### src/rtl/tama_pkg.sv
`default_nettype none
// ============================================================================
// Module   : tama_pkg
// Brief    : Shared command bytes, receiver FSM states and command check.
// Revision : 1.0 - initial release
// ============================================================================
package tama_pkg;

   localparam logic [7:0] CMD_EAT    = 8'h65;
   localparam logic [7:0] CMD_PLAY   = 8'h70;
   localparam logic [7:0] CMD_DOCTOR = 8'h64;
   localparam logic [7:0] CMD_BATH   = 8'h62;
   localparam logic [7:0] CMD_SLEEP  = 8'h73;
   localparam logic [7:0] CMD_TALK   = 8'h74;
   localparam logic [7:0] CMD_WAKE   = 8'h77;

   typedef enum logic [2:0] {
      ST_IDLE      = 3'd0,
      ST_START     = 3'd1,
      ST_DATA      = 3'd2,
      ST_STOP      = 3'd3,
      ST_WAIT_HIGH = 3'd4
   } rx_state_t;

   function automatic logic is_cmd(input logic [7:0] b);
      return (b == CMD_EAT)   || (b == CMD_PLAY)  || (b == CMD_DOCTOR) ||
             (b == CMD_BATH)  || (b == CMD_SLEEP) || (b == CMD_TALK)   ||
             (b == CMD_WAKE);
   endfunction

endpackage
`default_nettype wire

### src/rtl/sync_2ff.sv
`default_nettype none
// ============================================================================
// Module   : sync_2ff
// Brief    : Two-flop single-bit synchronizer with configurable reset value.
// Revision : 1.0 - initial release
// ============================================================================
module sync_2ff #(
   parameter logic RESET_VAL = 1'b0
) (
   input  logic clk,
   input  logic reset,
   input  logic d,
   output logic q
);

   logic r_meta;
   logic r_sync;

   always_ff @(posedge clk or posedge reset) begin
      if (reset) begin
         r_meta <= RESET_VAL;
         r_sync <= RESET_VAL;
      end else begin
         r_meta <= d;
         r_sync <= r_meta;
      end
   end

   assign q = r_sync;

endmodule
`default_nettype wire

### src/rtl/uart_cmd_rx.sv
`default_nettype none
// ============================================================================
// Module   : uart_cmd_rx
// Brief    : 8N1 UART command receiver with hold-window level output.
//            Define UART_CMD_FILTER_EN to accept only known command bytes.
// Revision : 1.0 - initial release
// ============================================================================
module uart_cmd_rx
   import tama_pkg::*;
#(
   parameter int CLK_HZ      = 27_000_000,
   parameter int BAUD        = 115_200,
   parameter int HOLD_CYCLES = 27_000
) (
   input  logic       clk,
   input  logic       reset,
   input  logic       rx,
   output logic [7:0] cmd,
   output logic       cmd_valid,
   output logic       frame_err,
   output logic       busy
);

   localparam int DIV = CLK_HZ / BAUD;
   localparam int TW  = (DIV > 1) ? $clog2(DIV) : 1;
   localparam int HW  = $clog2(HOLD_CYCLES);

   localparam logic [TW-1:0] C_DIV_LAST  = TW'(DIV - 1);
   localparam logic [TW-1:0] C_HALF_LAST = TW'(DIV / 2 - 1);
   localparam logic [HW-1:0] C_HOLD_LOAD = HW'(HOLD_CYCLES - 1);

   logic            w_rxs;
   rx_state_t       r_state;
   logic [TW-1:0]   r_timer;
   logic [2:0]      r_index;
   logic [7:0]      r_shift;
   logic [HW-1:0]   r_hold_cnt;
   logic            r_hold_active;
   logic            r_pend;
   logic [7:0]      r_pend_byte;
   logic            w_bit_end;
   logic            w_keep;
   logic            w_accept;

   sync_2ff #(
      .RESET_VAL (1'b1)
   ) u_rx_sync (
      .clk   (clk),
      .reset (reset),
      .d     (rx),
      .q     (w_rxs)
   );

   assign w_bit_end = (r_timer == C_DIV_LAST);

`ifdef UART_CMD_FILTER_EN
   assign w_keep = is_cmd(r_shift);
`else
   assign w_keep = (r_shift != 8'h00);
`endif

   // The full byte is already in r_shift while the stop bit is being sampled.
   assign w_accept = (r_state == ST_STOP) && w_bit_end && w_rxs && w_keep;
   assign busy     = (r_state != ST_IDLE);

   always_ff @(posedge clk or posedge reset) begin
      if (reset) begin
         r_state   <= ST_IDLE;
         r_timer   <= '0;
         r_index   <= '0;
         r_shift   <= '0;
         frame_err <= 1'b0;
      end else begin
         frame_err <= 1'b0;
         case (r_state)
            ST_IDLE: begin
               if (!w_rxs) begin
                  r_state <= ST_START;
                  r_timer <= '0;
               end
            end
            ST_START: begin
               if (r_timer == C_HALF_LAST) begin
                  if (w_rxs) begin
                     r_state <= ST_IDLE;
                  end else begin
                     r_state <= ST_DATA;
                     r_timer <= '0;
                     r_index <= '0;
                  end
               end else begin
                  r_timer <= r_timer + 1'b1;
               end
            end
            ST_DATA: begin
               if (w_bit_end) begin
                  r_shift <= {w_rxs, r_shift[7:1]};
                  r_timer <= '0;
                  r_index <= r_index + 1'b1;
                  if (r_index == 3'd7) begin
                     r_state <= ST_STOP;
                  end
               end else begin
                  r_timer <= r_timer + 1'b1;
               end
            end
            ST_STOP: begin
               if (w_bit_end) begin
                  r_timer <= '0;
                  if (w_rxs) begin
                     r_state <= ST_IDLE;
                  end else begin
                     frame_err <= 1'b1;
                     r_state   <= ST_WAIT_HIGH;
                  end
               end else begin
                  r_timer <= r_timer + 1'b1;
               end
            end
            ST_WAIT_HIGH: begin
               if (w_rxs) begin
                  r_state <= ST_IDLE;
               end
            end
            default: r_state <= ST_IDLE;
         endcase
      end
   end

   // A command arriving during a hold first drops cmd to 0x00 for one cycle
   // so the stats block sees a fresh press.
   always_ff @(posedge clk or posedge reset) begin
      if (reset) begin
         cmd           <= 8'h00;
         cmd_valid     <= 1'b0;
         r_hold_cnt    <= '0;
         r_hold_active <= 1'b0;
         r_pend        <= 1'b0;
         r_pend_byte   <= 8'h00;
      end else begin
         cmd_valid <= 1'b0;
         if (w_accept) begin
            if (r_hold_active) begin
               cmd         <= 8'h00;
               r_pend      <= 1'b1;
               r_pend_byte <= r_shift;
            end else begin
               cmd           <= r_shift;
               cmd_valid     <= 1'b1;
               r_hold_cnt    <= C_HOLD_LOAD;
               r_hold_active <= 1'b1;
            end
         end else if (r_pend) begin
            cmd           <= r_pend_byte;
            cmd_valid     <= 1'b1;
            r_hold_cnt    <= C_HOLD_LOAD;
            r_hold_active <= 1'b1;
            r_pend        <= 1'b0;
         end else if (r_hold_active) begin
            if (r_hold_cnt == '0) begin
               cmd           <= 8'h00;
               r_hold_active <= 1'b0;
            end else begin
               r_hold_cnt <= r_hold_cnt - 1'b1;
            end
         end
      end
   end

endmodule
`default_nettype wire

### config.mk
export PLATFORM = sky130hd
export DESIGN_NAME = uart_cmd_rx
export DESIGN_NICKNAME = d
export VERILOG_FILES = /design/src/rtl/tama_pkg.sv /design/src/rtl/sync_2ff.sv /design/src/rtl/uart_cmd_rx.sv
export SDC_FILE = /design/constraint.sdc
export NUM_CORES = 1
export LEC_CHECK = 0
export CAP_MARGIN = 10
export CORE_AREA = 2 2 93 72
export DETAILED_ROUTE_END_ITERATION = 12
export DIE_AREA = 0 0 95 74
export MAX_ROUTING_LAYER = met4
export PLACE_DENSITY = 0.68
export SYNTH_ARGS = -nofsm -noshare
export SYNTH_HDL_FRONTEND = slang
export SYNTH_SLANG_ARGS = --single-unit
### constraint.sdc
create_clock -name clk -period 2.95 [get_ports clk]
set_clock_uncertainty 0.1 [all_clocks]
set_input_delay 0.295 -clock clk [delete_from_list [all_inputs] [get_ports clk]]
set_output_delay 0.295 -clock clk [all_outputs]
set_load 0.05 [all_outputs]
---- After elaboration in Yosys (flattened, before gate mapping) ----
Cells that the tools add are included.
storage, ports and cells
  flip-flop bits (word level) ............. 59
  latch bits .............................. 0
  memory bits (writable) .................. 0
  memory bits (read-only) ................. 0
  input bits .............................. 3
  word-level logic and storage cells ...... 90
  memories ................................ 0
operators by class
  add/subtract/negate cells ............... 3
  multipliers ............................. 0
  divide/modulo/power cells ............... 0
  $lt $le $gt $ge ......................... 0
  equal/unequal tests ..................... 17
  shift-type cells ........................ 0
  multiplexer cells ....................... 39
  bitwise logic cells ..................... 0
  reductions and logical operators ........ 18
operator list
  operator                 number
  $mux W15                 5
  $mux W8                  8
  $mux W3                  10
  $pmux W8 S3              1
  $ne A2 B2 Y1 const B     8
  $logic_not A15 Y1        1
  $pmux W3 S5              1
  $sub A15 B1 Y15 const B  1
  $mux W1                  12
  $reduce_bool A3 Y1       4
  $add A8 B1 Y8 const B    1
  $eq A8 B7 Y1 const B     1
  $eq A8 B8 Y1 const B     1
  $reduce_bool A8 Y1       1
  $eq A3 B2 Y1 const B     2
  $eq A3 B3 Y1 const B     2
  $pmux W3 S2              1
  $reduce_and A2 Y1        3
  $reduce_and A6 Y1        1
  $reduce_and A4 Y1        1
  $add A3 B1 Y3 const B    1
  $eq A3 B1 Y1 const B     1
  $logic_and A1 B1 Y1      3
  $logic_not A3 Y1         1
  other kinds (6)          6

---- Longest topological paths before layout ----
Gate-level depths: netlist (run 1).
  word-level depth ........................ 6
  depth in mapped cells ................... 9
  mapped depth without buffers ............ 7

---- Hierarchy ----
Synthesis (run 1) repeated with hierarchy kept, for this count alone.
second synthesis, totals
  cell total of the unflattened synthesis .. 286
  area total of the unflattened synthesis .. 3146.8 um^2
modules (own cells, without submodules)
  module       times used  cells an instance  area an instance (um^2)  sequential area each (um^2)
  uart_cmd_rx  1           283                3090.5                   1426.4
  sync_2ff     1           3                  56.3                     52.6

---- Least setup slack after synthesis (run 1) ----
No wires, ideal clock.
  path type ............................... register to register
  start point ............................. register r_shift[4]
  end point ............................... register r_hold_cnt[13]
  data arrival time ....................... 1.968 ns
  setup slack ............................. 0.749 ns
  cell stages (with the launch flop) ...... 8
  buffers on the path ..................... 2
  clock period less this slack ............ 2.201 ns
  cell sequence ........................... dfrtp_1 > or4_1 > o21a_1 > buf_6 > a21o_1 > clkbuf_1 > o31ai_1 > o31ai_1
on the way
  cells in the longest elaborated chain, start to end .. 4
  elaborated cells on any way between the ends .. 7
ends and longest elaborated chain
  element                                         RTL line            source
  from (decl)                                     uart_cmd_rx.sv:36   logic [7:0] r_shift;
  from (signal assigned)                          uart_cmd_rx.sv:97   r_shift <= {w_rxs, r_shift[7:1]};
  $reduce_bool A8 Y1 (*)                          uart_cmd_rx.sv:59   assign w_keep = (r_shift != 8'h00);
  $logic_and A1 B1 Y1 (*)                         uart_cmd_rx.sv:63   assign w_accept = (r_state == ST_STOP) && w_bit_end && w_rxs && w_keep;
  $ne A3 B3 Y1 (no line) (tied with other cells)  -
  $reduce_and A3 Y1 (no line)                     -
  to (signal assigned)                            uart_cmd_rx.sv:164  r_hold_cnt <= r_hold_cnt - 1'b1;
  to (decl)                                       uart_cmd_rx.sv:37   logic [HW-1:0] r_hold_cnt;
Every way passes the cells marked *; elsewhere a longest branch is shown, timed or not.
A chain may end at the register's enable or synchronous reset.

---- Worst setup path in the final report (run 1) ----
  start point ............................. register r_timer[1]
  end point ............................... register r_pend_byte[4]
on the way
  cells in the longest elaborated chain, start to end .. 5
ends and longest elaborated chain
  element                            RTL line            source
  from (decl)                        uart_cmd_rx.sv:34   logic [TW-1:0] r_timer;
  from (signal assigned)             uart_cmd_rx.sv:92   r_timer <= r_timer + 1'b1;
  from (signal assigned)             uart_cmd_rx.sv:104  r_timer <= r_timer + 1'b1;
  from (signal assigned)             uart_cmd_rx.sv:117  r_timer <= r_timer + 1'b1;
  $eq A8 B8 Y1                       uart_cmd_rx.sv:54   assign w_bit_end = (r_timer == C_DIV_LAST);
  $logic_and A1 B1 Y1 (3 in series)  uart_cmd_rx.sv:63
  $reduce_and A2 Y1 (no line)        -
  to (signal assigned)               uart_cmd_rx.sv:146  r_pend_byte <= r_shift;
  to (decl)                          uart_cmd_rx.sv:40   logic [7:0] r_pend_byte;
Every way passes these cells.

==> impl_results.rst, run 1 <==
.. list-table::
   :header-rows: 1

   * - Metric
     - Value
   * - Worst voltage drop across the vdd grid
     - between 300 and 400 uV
   * - Die extent in x
     - approximately 95 um
   * - Pin count of the biggest net entering global routing
     - 60
   * - Nets in the synthesized netlist
     - just under 300
   * - Initial cell density of the core
     - about half
   * - Mux share of post-synthesis cell area
     - 9.438%
   * - Dpl hpwl
     - slightly below 4000 um
   * - Footprint of the flip-flops and latches
     - 1479 um^2
   * - Max Cap Viol
     - 0
   * - Commonest non-fill, non-tap cell in the layout
     - sky130_fd_sc_hd__dfrtp_1
   * - Maximum buffer depth of the clock tree
     - 2
   * - Cell area after synthesis
     - 2983 um^2
   * - Final count of hold timing violations
     - 0
   * - Final Max Tran Viols
     - 0
   * - Worst path arrival time
     - 2.72 ns
   * - Grt total ovfl
     - 0
   * - Area growth, synth to finish
     - 15.44%
   * - Largest family of logic cells by synthesized area
     - compound AO/OA/AOI/OAI gates
   * - Vertical extent of the die
     - about 74 um
   * - Leakage Power
     - around 1.6 nW
   * - Wire length of the first global-routing pass
     - roughly 10000 um
   * - Sequential element share of the synthesized area
     - just under 50%
   * - Fraction of layout instances using a drive strength above 1
     - between 20% and 30%
   * - Number of enable-type register cells in the synthesized netlist
     - 0
   * - Number of storage elements in the synthesis netlist
     - approximately 60
   * - IO buf count
     - 13
   * - Total Power Consumption
     - around 1.7 mW
   * - Critical path type
     - flip-flop to flip-flop
   * - Async set or reset register ratio after synthesis
     - 100.0%
   * - Adder-Cell Fraction of Synth Area
     - around 2.5%
   * - RSZ-0062 raised after global routing
     - false
   * - Top achievable clock speed
     - slightly below 400 MHz
   * - Count of instances resized after the clock tree is built
     - 0
   * - Capture point of the critical path
     - r_pend_byte[4]
   * - Setup Viol. Count Final
     - 0
   * - Final std cells w/o fill
     - between 300 and 400
   * - Crit path launch
     - r_timer[1]
   * - Max-Slew Margin vs Limit
     - about half
   * - Core utilization of the finished layout
     - a little under three fifths
   * - Path class of the lowest-slack min-delay path
     - input port to async pin
   * - Top Ports
     - 14
   * - Post-detailed-placement cell area
     - 3218 um^2
   * - Slew of the pin with the lowest slew margin
     - between 0.7 and 0.8 ns
   * - Antenna violations before repair
     - 0
   * - Area share of and/or/nand/nor cells after synthesis
     - 15.52%
   * - Combined area of the multi-input logic cells
     - roughly 1400 um^2
   * - Most used cells in the layout excluding fill and tap cells
     - sky130_fd_sc_hd__dfrtp_1, sky130_fd_sc_hd__mux2_2, sky130_fd_sc_hd__nand2_1
   * - Total routed wirelength
     - about 5900 um
   * - # DRC
     - 0
   * - Reg-to-reg startpoint
     - r_timer[1]
   * - Number of diodes
     - 0
   * - Number of vias per cell
     - about 5.8
   * - Outcome
     - finished, final reports clean
   * - Average routed wire per standard cell
     - around 15 um
   * - Violation count after the first detailed-route iteration
     - roughly 190
   * - Synth Flop Type
     - sky130_fd_sc_hd__dfrtp_1
   * - Critical Path RT
     - 3.08 ns
   * - Synth Instances
     - roughly 280
   * - Worst reg2reg path depth
     - 7
   * - Number of global-route vias before repair
     - roughly 2200
   * - Placeable Area
     - about 6000 um^2
   * - Critical Path Source Type
     - flip-flop
   * - Worst reg2reg endpoint
     - r_pend_byte[4]
   * - Total routing usage reported by global routing
     - about a fifth
   * - Final Cycle Share
     - between 80 and 90%
   * - Number of cells after detailed placement
     - 370
   * - Number of post-CTS setup repair buffers
     - 0
   * - Clock transition at the registers of the reported paths
     - ~0.080 ns
   * - Die Outline Area
     - around 7000 um^2
   * - Yosys warning count
     - 0
   * - Clock sink count
     - roughly 60
   * - Antenna violation net count after detailed routing
     - 0
   * - Cell variety after synth
     - 52
   * - Number of detailed-route iterations in the first pass
     - 4
   * - Total vias in the final route
     - between 2000 and 2500
   * - Slack of the worst reg-to-reg path
     - 0.36 ns
   * - Synth Area in XOR/XNOR
     - less than 1%
   * - Sum of negative setup slack
     - 0 ns
   * - Clk Latency, worst-skew pair
     - around 0.34 ns
   * - Htree depth
     - 3
   * - Ratio of total power to cell area
     - 482.8 nW/um^2
   * - Total of hold buffers inserted after clock tree synthesis
     - 0
   * - Number of buffers created by CTS
     - 9
   * - Min cycle time layout
     - 2.586 ns
   * - TritonCTS clock tree
     - yes
   * - Kind of end point of the critical path
     - flip-flop
   * - Root buffer cell
     - sky130_fd_sc_hd__clkbuf_8
   * - Row Count
     - 25
   * - Cell area after layout
     - 3443 um^2
   * - Peak fanout along the critical path
     - 9
   * - Post-synthesis compound-gate area fraction
     - a little under a fifth
   * - Final net count
     - 309
   * - Placer Congestion
     - slightly below 0.9
   * - Avg Inst Size Synth
     - 10.54 um^2
   * - Filler cell count
     - ~530
registers in the layout, indices dropped and copies added (netlist names), 3 cells and up:
register     count
cmd              8
r_hold_cnt      15
r_index          3
r_pend_byte      8
r_shift          8
r_state          3
r_timer          8
cell usage after synthesis, types with 3 or more instances:
cell type | number | area, um^2
sky130_fd_sc_hd__ha_1 | 6 | 75.07
sky130_fd_sc_hd__nand2b_1 | 3 | 18.77
sky130_fd_sc_hd__dfrtp_1 | 57 | 1426
sky130_fd_sc_hd__a21o_1 | 6 | 45.04
sky130_fd_sc_hd__nand3_1 | 7 | 35.03
sky130_fd_sc_hd__and4b_1 | 3 | 30.03
sky130_fd_sc_hd__mux2_2 | 25 | 281.5
sky130_fd_sc_hd__and3_1 | 4 | 25.02
sky130_fd_sc_hd__o21ai_0 | 15 | 75.07
sky130_fd_sc_hd__nor2_1 | 17 | 63.81
sky130_fd_sc_hd__a21oi_1 | 17 | 85.08
sky130_fd_sc_hd__o41ai_1 | 5 | 43.79
sky130_fd_sc_hd__a31oi_1 | 8 | 50.05
sky130_fd_sc_hd__o31ai_1 | 6 | 45.04
sky130_fd_sc_hd__clkbuf_1 | 10 | 37.54
sky130_fd_sc_hd__or4_1 | 5 | 37.54
sky130_fd_sc_hd__a31o_2 | 8 | 70.07
sky130_fd_sc_hd__nor3_1 | 4 | 20.02
sky130_fd_sc_hd__nor3b_1 | 4 | 30.03
sky130_fd_sc_hd__inv_1 | 9 | 33.78
sky130_fd_sc_hd__nand2_1 | 22 | 82.58
critical path, cell delays in order, from the launching register on:
cell	delay, ns
sky130_fd_sc_hd__dfrtp_1	0.42
sky130_fd_sc_hd__inv_1	0.11
sky130_fd_sc_hd__ha_1	0.15
sky130_fd_sc_hd__and4b_1	0.23
sky130_fd_sc_hd__nand4b_1	0.22
sky130_fd_sc_hd__nor3_2	0.64
sky130_fd_sc_hd__buf_4	0.27
sky130_fd_sc_hd__mux2_2	0.34
logic make-up after synthesis:
| family | after synthesis |
|---|---|
| AOI/OAI and AO/OA | 83 |
| DFF | 59 |
| and+or+nand+nor | 85 |
| muxes | 25 |
| buffers and inverters | 23 |
| adders and majority gates | 6 |
| xor gates and xnor gates | 2 |
final cells by class:
type	instances	share of cell area [%]
sequential	59	42.95
tap	81	2.943
multi-input combinational	201	41.02
inverter	10	1.090
clock inverter	7	2.943
timing repair buffer	19	5.451
clock buffer	9	3.597
per-stage QoR:
step | worst slack, ns | hold WS (ns)
floorplan | 0.7489 | 0.1995
global placement | 0.5063 | 0.2480
detailed placement | 0.3739 | 0.2468
CTS | 0.3779 | 0.2380
global route | 0.2177 | 0.2571
finish | 0.3637 | 0.2316
layer usage:
metal	global-route usage [%]	share of wire [%]	vias up
met3	6.180	4.3	9
met2	27.34	44	40
met4	7.407	1.5	0
li1	-	-	1095
met1	27.04	50	1095
met5	-	0	-
power by group:
part | switching [mW] | leakage [nW] | internal [mW] | total (mW)
Combinational | 0.0167 | 0.718 | 0.00595 | 0.0226
Sequential | 0.00200 | 0.803 | 0.811 | 0.813
Clock | 0.346 | 0.106 | 0.481 | 0.827
Total | 0.365 | 1.63 | 1.30 | 1.66
worst min-delay path by stage:
| stage | to | slack [ns] | from |
|---|---|---|---|
| final | frame_err | 0.23 | reset |
| after global routing | r_hold_cnt[9] | 0.26 | reset |
| after CTS | r_hold_cnt[9] | 0.24 | reset |
| after detailed placement | u_rx_sync.q | 0.25 | u_rx_sync.r_meta |
| after global placement | u_rx_sync.q | 0.25 | u_rx_sync.r_meta |
| after floorplan | u_rx_sync.r_meta | 0.20 | rx |
Note: power is estimated with default switching activity, not from simulation.
==> run 2: changes to the inputs <==
--- a/config.mk
+++ b/config.mk
@@ -10,7 +10,8 @@
 export DETAILED_ROUTE_END_ITERATION = 12
 export DIE_AREA = 0 0 95 74
 export MAX_ROUTING_LAYER = met4
-export PLACE_DENSITY = 0.68
+export PLACE_DENSITY = 0.64
+export SKIP_LAST_GASP = 1
 export SYNTH_ARGS = -nofsm -noshare
 export SYNTH_HDL_FRONTEND = slang
 export SYNTH_SLANG_ARGS = --single-unit
==> run 2 against run 1 <==
Net effect:
- non-clock buffer count unchanged
- largest power group is now registers
- die area unchanged
- via count up 0.18%
- cell count unchanged
==> impl_results.rst, run 2 (synthesis gave the netlist of run 1 again) <==
.. list-table::
   :header-rows: 1

   * - Metric
     - Value
   * - Final std cells w/o fill
     - approximately 390
   * - Total routing usage reported by global routing
     - between 20% and 30%
   * - Average routed wire per standard cell
     - 15.67 um
   * - Total of hold buffers inserted after clock tree synthesis
     - 0
   * - Vertical extent of the die
     - around 74 um
   * - Htree depth
     - 3
   * - Total routed wirelength
     - approximately 6000 um
   * - # DRC
     - 0
   * - Clk Latency, worst-skew pair
     - about 0.34 ns
   * - Initial cell density of the core
     - 48.41%
   * - Number of flip-flops in the largest register
     - 15
   * - Root buffer cell
     - sky130_fd_sc_hd__clkbuf_8
   * - Crit path max-delay cell type
     - sky130_fd_sc_hd__a21o_1
   * - TritonCTS clock tree
     - yes
   * - Hold WS
     - around 0.26 ns
   * - Number of global-route vias before repair
     - 2122
   * - Critical Path RT
     - between 3 and 4 ns
   * - Number of buffers created by CTS
     - 9
   * - IO buf count
     - 13
   * - Critical path type
     - flip-flop to flip-flop
   * - Number of post-CTS setup repair buffers
     - 0
   * - Clock sink count
     - slightly below 60
   * - Top Ports
     - 14
   * - Path class of the lowest-slack min-delay path
     - flip-flop to flip-flop
   * - Row Count
     - 25
   * - Total buffers and inverters traversed by the critical path
     - 1
   * - Worst voltage drop across the vdd grid
     - between 200 and 300 uV
   * - Count of instances resized after the clock tree is built
     - 0
   * - Violation count after the first detailed-route iteration
     - 156
   * - Antenna violations before repair
     - 0
   * - Wire length of the first global-routing pass
     - approximately 10000 um
   * - Largest delay share family, worst path
     - compound AO/OA/AOI/OAI gates
   * - Peak fanout along the critical path
     - 15
   * - Library cell appearing most often on the critical path
     - sky130_fd_sc_hd__and4b_1
   * - Core utilization of the finished layout
     - ~55%
   * - Placer Congestion
     - around 0.87
   * - Max stage delay on crit path
     - around 0.5 ns
   * - Filler cell count
     - 527
   * - Kind of end point of the critical path
     - flip-flop
   * - Number of detailed-route iterations in the first pass
     - 4
   * - Max Cap Viol
     - 0
   * - Crit path cell chain
     - inv_1 > ha_1 > and4b_1 > and4b_1 > a21o_1 > a31oi_1 > o31ai_1
   * - Maximum buffer depth of the clock tree
     - 2
   * - Top achievable clock speed
     - 406.9 MHz
   * - Die Outline Area
     - 7030 um^2
   * - Number of vias per cell
     - 5.811
   * - Largest Register
     - r_hold_cnt
   * - Die extent in x
     - between 90 and 100 um
   * - Ratio of total power to cell area
     - roughly 440 nW/um^2
   * - Leakage Power
     - about 1.6 nW
   * - Number of diodes
     - 0
   * - Fraction of layout instances using a drive strength above 1
     - 20.66%
   * - Pin count of the biggest net entering global routing
     - 60
   * - Total vias in the final route
     - between 2000 and 2500
   * - Most used cells in the layout excluding fill and tap cells
     - sky130_fd_sc_hd__dfrtp_1, sky130_fd_sc_hd__mux2_2, sky130_fd_sc_hd__nand2_1
   * - Setup Viol. Count Final
     - 0
   * - Final net count
     - slightly above 300
   * - Worst path arrival time
     - 2.58 ns
   * - Number of cells after detailed placement
     - 370
   * - Outcome
     - finished, final reports clean
   * - Max-Slew Margin vs Limit
     - 51.09%
   * - Critical Path Source Type
     - flip-flop
   * - Grt total ovfl
     - 0
   * - Min cycle time layout
     - about 2.5 ns
   * - Placeable Area
     - ~6200 um^2
   * - Final Cycle Share
     - between 80% and 90%
   * - Antenna violation net count after detailed routing
     - 0
   * - Slew of the pin with the lowest slew margin
     - between 0.7 and 0.8 ns
   * - Dpl hpwl
     - just over 4000 um
   * - Area growth, synth to finish
     - 13.46%
   * - Commonest non-fill, non-tap cell in the layout
     - sky130_fd_sc_hd__dfrtp_1
   * - RSZ-0062 raised after global routing
     - false
   * - Sum of negative setup slack
     - 0 ns
   * - Clock transition at the registers of the reported paths
     - roughly 0.070 ns
   * - Final Max Tran Viols
     - 0
   * - Final count of hold timing violations
     - 0
-- run 2: cell count changes in the layout (fill, tap and decap cells not counted) --
cell / delta
sky130_fd_sc_hd__inv_6: -1
sky130_fd_sc_hd__bufinv_16: -2
sky130_fd_sc_hd__clkbuf_8: +1
sky130_fd_sc_hd__buf_12: -1
sky130_fd_sc_hd__buf_4: +1
sky130_fd_sc_hd__clkinv_4: -1
sky130_fd_sc_hd__clkinv_2: +2
sky130_fd_sc_hd__clkinvlp_4: +1
-- run 2: layer usage --
layer / global-route usage [%] / share of wire, % / up-vias / routed length (um)
li1: - / - / 1097 / -
met1: 28.84 / 52 / 1092 / 3142
met2: 27.90 / 42 / 46 / 2546
met3: 5.167 / 4.7 / 8 / 283
met4: 6.441 / 1.2 / 0 / 75
met5: - / 0 / - / 0
-- run 2: report_power, final --
group | total [mW] | internal [mW] | switching (mW)
sequential | 0.814 | 0.811 | 0.00224
clock | 0.656 | 0.325 | 0.331
combinational | 0.0203 | 0.00398 | 0.0163
total | 1.49 | 1.14 | 0.350
-- run 2: area by class of cell --
cell class	instances	area, um^2	area share, %
multi-input cells	201	1413	41.74
inverters	10	37.54	1.109
clock buffers	10	137.6	4.067
repair buffers	19	175.2	5.176
well taps	81	101.3	2.994
flip-flops and latches	59	1479	43.70
clock inverters	6	41.29	1.220
-- run 2: path summary, 6_finish.rpt --
path	cells past startpoint	slack, ns	startpoint	endpoint
hold / removal	0	0.26	u_rx_sync.r_meta	u_rx_sync.q
setup / recovery	7	0.49	r_timer[1]	r_hold_cnt[13]
min in group asynchronous	3	0.38	reset	r_hold_cnt[9]
setup reg to reg	7	0.49	r_timer[1]	r_hold_cnt[13]
max in group asynchronous	3	1.88	reset	r_timer[2]
hold reg to reg	0	0.26	u_rx_sync.r_meta	u_rx_sync.q
-- run 2: metrics by stage --
stage               total power, mW  worst slack, ns  cell area, um^2
global route                  1.548           0.3088             3385
detailed placement           0.8510           0.4954             3206
global placement             0.8508           0.5292             3206
floorplan                    0.8413           0.7489             2983
CTS                           1.511           0.4902             3385
finish                        1.490           0.4927             3385
==> RTL change 1, RTL diff (config.mk and constraints of run 1) <==
`RESET_VAL`: 1'b1 -> 1'b0.
--- a/src/rtl/uart_cmd_rx.sv
+++ b/src/rtl/uart_cmd_rx.sv
@@ -43,7 +43,7 @@
    logic            w_accept;
 
    sync_2ff #(
-      .RESET_VAL (1'b1)
+      .RESET_VAL (1'b0)
    ) u_rx_sync (
       .clk   (clk),
       .reset (reset),
Function: changed (a bounded check fails within 4 cycles, from zero or initial values and one cycle with reset high).
==> RTL change 1 against run 1 <==
- count of clock-buffer cells in the layout unchanged
- worst setup slack improved by 58 ps
- synthesized area about the same
- sequential cell count unchanged
- critical path depth unchanged
- global-route usage increased by 0.53 points
- routed wire length increased by 2.7%
- total power increased by 3.6%
- final area increased by 0.58%
==> RTL change 1: results (changes against run 1) <==
| Metric | Value |
|---|---|
| Synth unique cells | 51 (-1.9%) |
| Top cells by count, synth | dfrtp_1 (59), mux2_2 (25), nand2_1 (22) |
| Hold Crit Class | input port to async pin |
| GR Util met2 | 28.6% (+1.3 points) |
| Overall Global Routing Usage | 20.2% (+0.53 points) |
| Place WS | 417 ps (+43.0 ps) |
| Top reg by flops | r_hold_cnt |
| Wl on met1 | 3070 microns (+2.4%) |
| Initial antenna violation count | 0 (unchanged) |
| Final WL | 6110 microns (+2.7%) |
| Worst EP arrival | 2650 ps (-70 ps) |
| VDD IR max | 0.356 mV (+6.4%) |
| Reg power frac | 47.1% (-1.8 points) |
| Sw frac | 20.1% (-1.8 points) |
| Vias post-DR | 2273 (+1.5%) |
| Leakage | 1.65 nW (+1.2%) |
| WL met3 | 217 microns (-15%) |
| Skew-Pair Late Insertion Delay | 330 ps |
| Status | complete, no violations |
| Met3 track demand over resource | 5.17% (-1.0 points) |
| Gp weighted congestion | 0.876 (+0.32%) |
| H-tree levels | 3 (unchanged) |
| Share of cells above drive strength 1 | 20.3% (-0.39 points) |
| Final #Nets | 310 (+0.32%) |
| WL met2 | 2720 microns (+4.2%) |
| Ys Warns | 0 (unchanged) |
| Area contributors post-synth | dfrtp_1 (50%), mux2_2 (9.4%), a21oi_1 (2.9%) |
| Worst slew pin tran | 700 ps (-34.0 ps) |
| First-pass GRT wire length | 10500 microns (+2.2%) |
| Largest net degree at the start of global routing | 34 (-43%) |
| Vias in the first global route | 2153 (-0.60%) |
| Met1 Usage GRT | 28.3% (+1.2 points) |
| Initial DRC count | 150 (-23%) |
| Sequential fraction of the synthesis area | 49.5% (about the same) |
| HPWL after detailed placement | 4150 microns (+4.3%) |
| PwrDens | 497 nW/um^2 (+3.0%) |
RTL change 1: worst paths after layout:
kind | from | endpoint | slack [ps] | cells past startpoint
min | reset | r_timer[4]$_DFFE_PP0P_ | 250 | 2
min reg2reg | u_rx_sync.r_meta$_DFF_PP0_ | u_rx_sync.q$_DFF_PP0_ | 250 | 0
max reg2reg | r_timer[1]$_DFFE_PP0P_ | r_pend_byte[2]$_DFFE_PP0P_ | 420 | 7
max | r_timer[1]$_DFFE_PP0P_ | r_pend_byte[2]$_DFFE_PP0P_ | 420 | 7
min in group clk | u_rx_sync.r_meta$_DFF_PP0_ | u_rx_sync.q$_DFF_PP0_ | 250 | 0
max in group asynchronous | reset | cmd[0]$_DFFE_PP0P_ | 1920 | 3
RTL change 1: final cells by class:
class	instances	area (sq um)
fillers	520	2700
inverters	10	37.5
clock inverters	7	116
multi-input cells	201	1410
repair buffers	20	195
flip-flops and latches	59	1480
clock buffers	9	124
well taps	81	101
RTL change 1: kinds of logic after synthesis:
group / after synthesis / synth area share, %
AOI/OAI and AO/OA: 83 / 19.1
xor gates and xnor gates: 2 / 0.588
adders and majority gates: 6 / 2.52
buffers and inverters: 23 / 3.23
DFF: 59 / 49.5
muxes: 25 / 9.45
and+or+nand+nor: 85 / 15.5
RTL change 1: metrics by stage:
stage	area [sq um]	cells	hold WS [ps]	utilization, %
2_1_floorplan	2980	283	226	-
3_3_place_gp	3220	371	234	52.3
3_5_place_dp	3220	371	239	52.3
4_1_cts	3460	387	252	56.2
5_1_grt	3460	387	260	56.2
6_report	3460	387	246	56.2
RTL change 1: critical path, cell delays in order (launching register included):
cell and delay [ps]:
dfrtp_1 410, inv_1 110, ha_1 150, and4b_1 230, nand4b_1 200, nor3_2 610
buf_4 270, mux2_2 340
==> RTL change 2, RTL diff (settings of run 1) <==
Made on the original files. Re-encode `rx_state_t` (5 states) as one-hot, 5 bits wide.
--- a/src/rtl/tama_pkg.sv
+++ b/src/rtl/tama_pkg.sv
@@ -14,12 +14,12 @@
    localparam logic [7:0] CMD_TALK   = 8'h74;
    localparam logic [7:0] CMD_WAKE   = 8'h77;
 
-   typedef enum logic [2:0] {
-      ST_IDLE      = 3'd0,
-      ST_START     = 3'd1,
-      ST_DATA      = 3'd2,
-      ST_STOP      = 3'd3,
-      ST_WAIT_HIGH = 3'd4
+   typedef enum logic [4:0] {
+      ST_IDLE      = 5'b00001,
+      ST_START     = 5'b00010,
+      ST_DATA      = 5'b00100,
+      ST_STOP      = 5'b01000,
+      ST_WAIT_HIGH = 5'b10000
    } rx_state_t;
 
    function automatic logic is_cmd(input logic [7:0] b);
Behaviour: same outputs for any inputs over 10 cycles, from zero or initial values and one cycle with reset high; not proved beyond that.
==> RTL change 2 against run 1 <==
- final area up 0.18%
- final cell count up 0.52%
- synthesized area down 1.2%
- hold slack better by 13 ps
- worst setup slack worse by 80 ps
- highest routed layer unchanged
- sequential cell count up 2
- routed wire length down 0.39%
Power is not compared: it rests on default switching activity, and its combinational part moved more than twofold at a synthesized area within 25%.
==> RTL change 2: results (changes against run 1) <==
| Metric | Value |
|---|---|
| Power Clock | 0.775 mW |
| Share of cells above drive strength 1 | 19.5% (-1.1 points) |
| Status | complete, no violations |
| Hold Crit Class | input port to register |
| Largest net degree at the start of global routing | 46 (-23%) |
| Initial DRC count | 157 (-19%) |
| Max incr delay on CP | 550 ps (-90 ps) |
| Final period utilization | 90.4% (+2.7 points) |
| Sequential fraction of the synthesis area | 51.9% (+2.4 points) |
| Fin cells | 388 (+0.52%) |
| First-pass GRT wire length | 10400 microns (+1.2%) |
| Setup bufs post-CTS | 0 (unchanged) |
| Mapped Avg Cell Area | 10.8 sq um (+2.0%) |
| First-pass detailed-route iteration total | 6 (+2) |
| Final WL | 5920 microns (-0.39%) |
| Area leader, netlist | dfrtp_1 |
| Place WS | 208 ps (-165 ps) |
| EDFF count, synth | 0 (unchanged) |
| P_int | 1.44 mW |
| Synth unique cells | 54 (+3.8%) |
| Area contributors post-synth | dfrtp_1 (49%), mux2_2 (6.5%), nor2_1 (3.1%) |
| Share of the synthesized area in the top cell type | 49.3% (+1.4 points) |
| Crit-path max FO | 5 (-4) |
| Vias in the first global route | 2048 (-5.4%) |
| Final #Nets | 311 (+0.65%) |
| Top cells by count, synth | dfrtp_1 (58), nor2_1 (24), mux2_2 (17) |
| Crit-path slowest cell | or4b_4 |
| FF-to-FF setup slack | 280 ps (-80 ps) |
| Fill cells | 522 (-1.7%) |
| Synth Area in XOR/XNOR | 1.49% (+0.90 points) |
| Overall Global Routing Usage | 20.0% (+0.34 points) |
| Compound-gate portion of the synthesized area | 15.5% (-3.6 points) |
| Placed Instances | 372 (+0.54%) |
| Worst EP arrival | 2800 ps (+80 ps) |
| Post-Syn Nets | 283 (-3.1%) |
| HPWL after detailed placement | 4000 microns (+0.53%) |
| Mux cell area share after synthesis | 7.18% (-2.3 points) |
| # diodes | 0 (unchanged) |
| Worst slew pin tran | 655 ps (-78.9 ps) |
| Adder-Cell Fraction of Synth Area | 2.55% (+0.031 points) |
| Vias/cell | 5.75 (-0.87%) |
| Gp weighted congestion | 0.827 (-5.4%) |
-- RTL change 2: cell types whose count changed after synthesis, sizes merged, moves of 4 or more --
| cell | delta |
|---|---|
| a21o | -6 |
| a21oi | -9 |
| a222oi | +8 |
| a31o | -7 |
| inv | +7 |
| mux2 | -8 |
| nand2 | -6 |
| nor2 | +7 |
| nor3b | -4 |
| o41ai | -5 |
-- RTL change 2: area by class of cell --
type                            count  area (sq um)  area share [%]
Sequential cell                    61          1530            44.4
Multi-Input combinational cell    189          1330            38.6
Timing Repair Buffer               25           220            6.38
Clock buffer                        9           124            3.59
Tap cell                           81           101            2.94
Clock inverter                      7          81.3            2.36
Inverter                           16          60.1            1.74
-- RTL change 2: metal layers --
metal	vias to the layer above	GRT usage, %	part of all wire, %
met4	0	5.80	1.5
met1	1093	29.1	51
met3	8	5.78	5.2
met2	51	27.2	42
met5	-	-	0
li1	1079	-	-
-- RTL change 2: worst paths after layout --
kind	start	to	cells past startpoint
worst max-delay path	r_timer[1]$_DFFE_PP0P_	r_hold_cnt[11]$_DFFE_PP0P_	8
worst min register to register	u_rx_sync.r_meta$_DFF_PP1_	u_rx_sync.q$_DFF_PP1_	0
worst max register to register	r_timer[1]$_DFFE_PP0P_	r_hold_cnt[11]$_DFFE_PP0P_	8
worst min-delay path	rx	u_rx_sync.r_meta$_DFF_PP1_	1
min in group asynchronous	reset	r_hold_cnt[9]$_DFFE_PP0P_	3
max in group asynchronous	reset	r_pend_byte[1]$_DFFE_PP0P_	4
-- RTL change 2: through the flow --
step	util [%]	area [sq um]	hold slack (ps)
5_1_grt	56.0	3450	237
6_report	56.0	3450	244
4_1_cts	55.9	3440	239
2_1_floorplan	-	2950	199
3_3_place_gp	52.5	3240	247
3_5_place_dp	52.5	3240	249
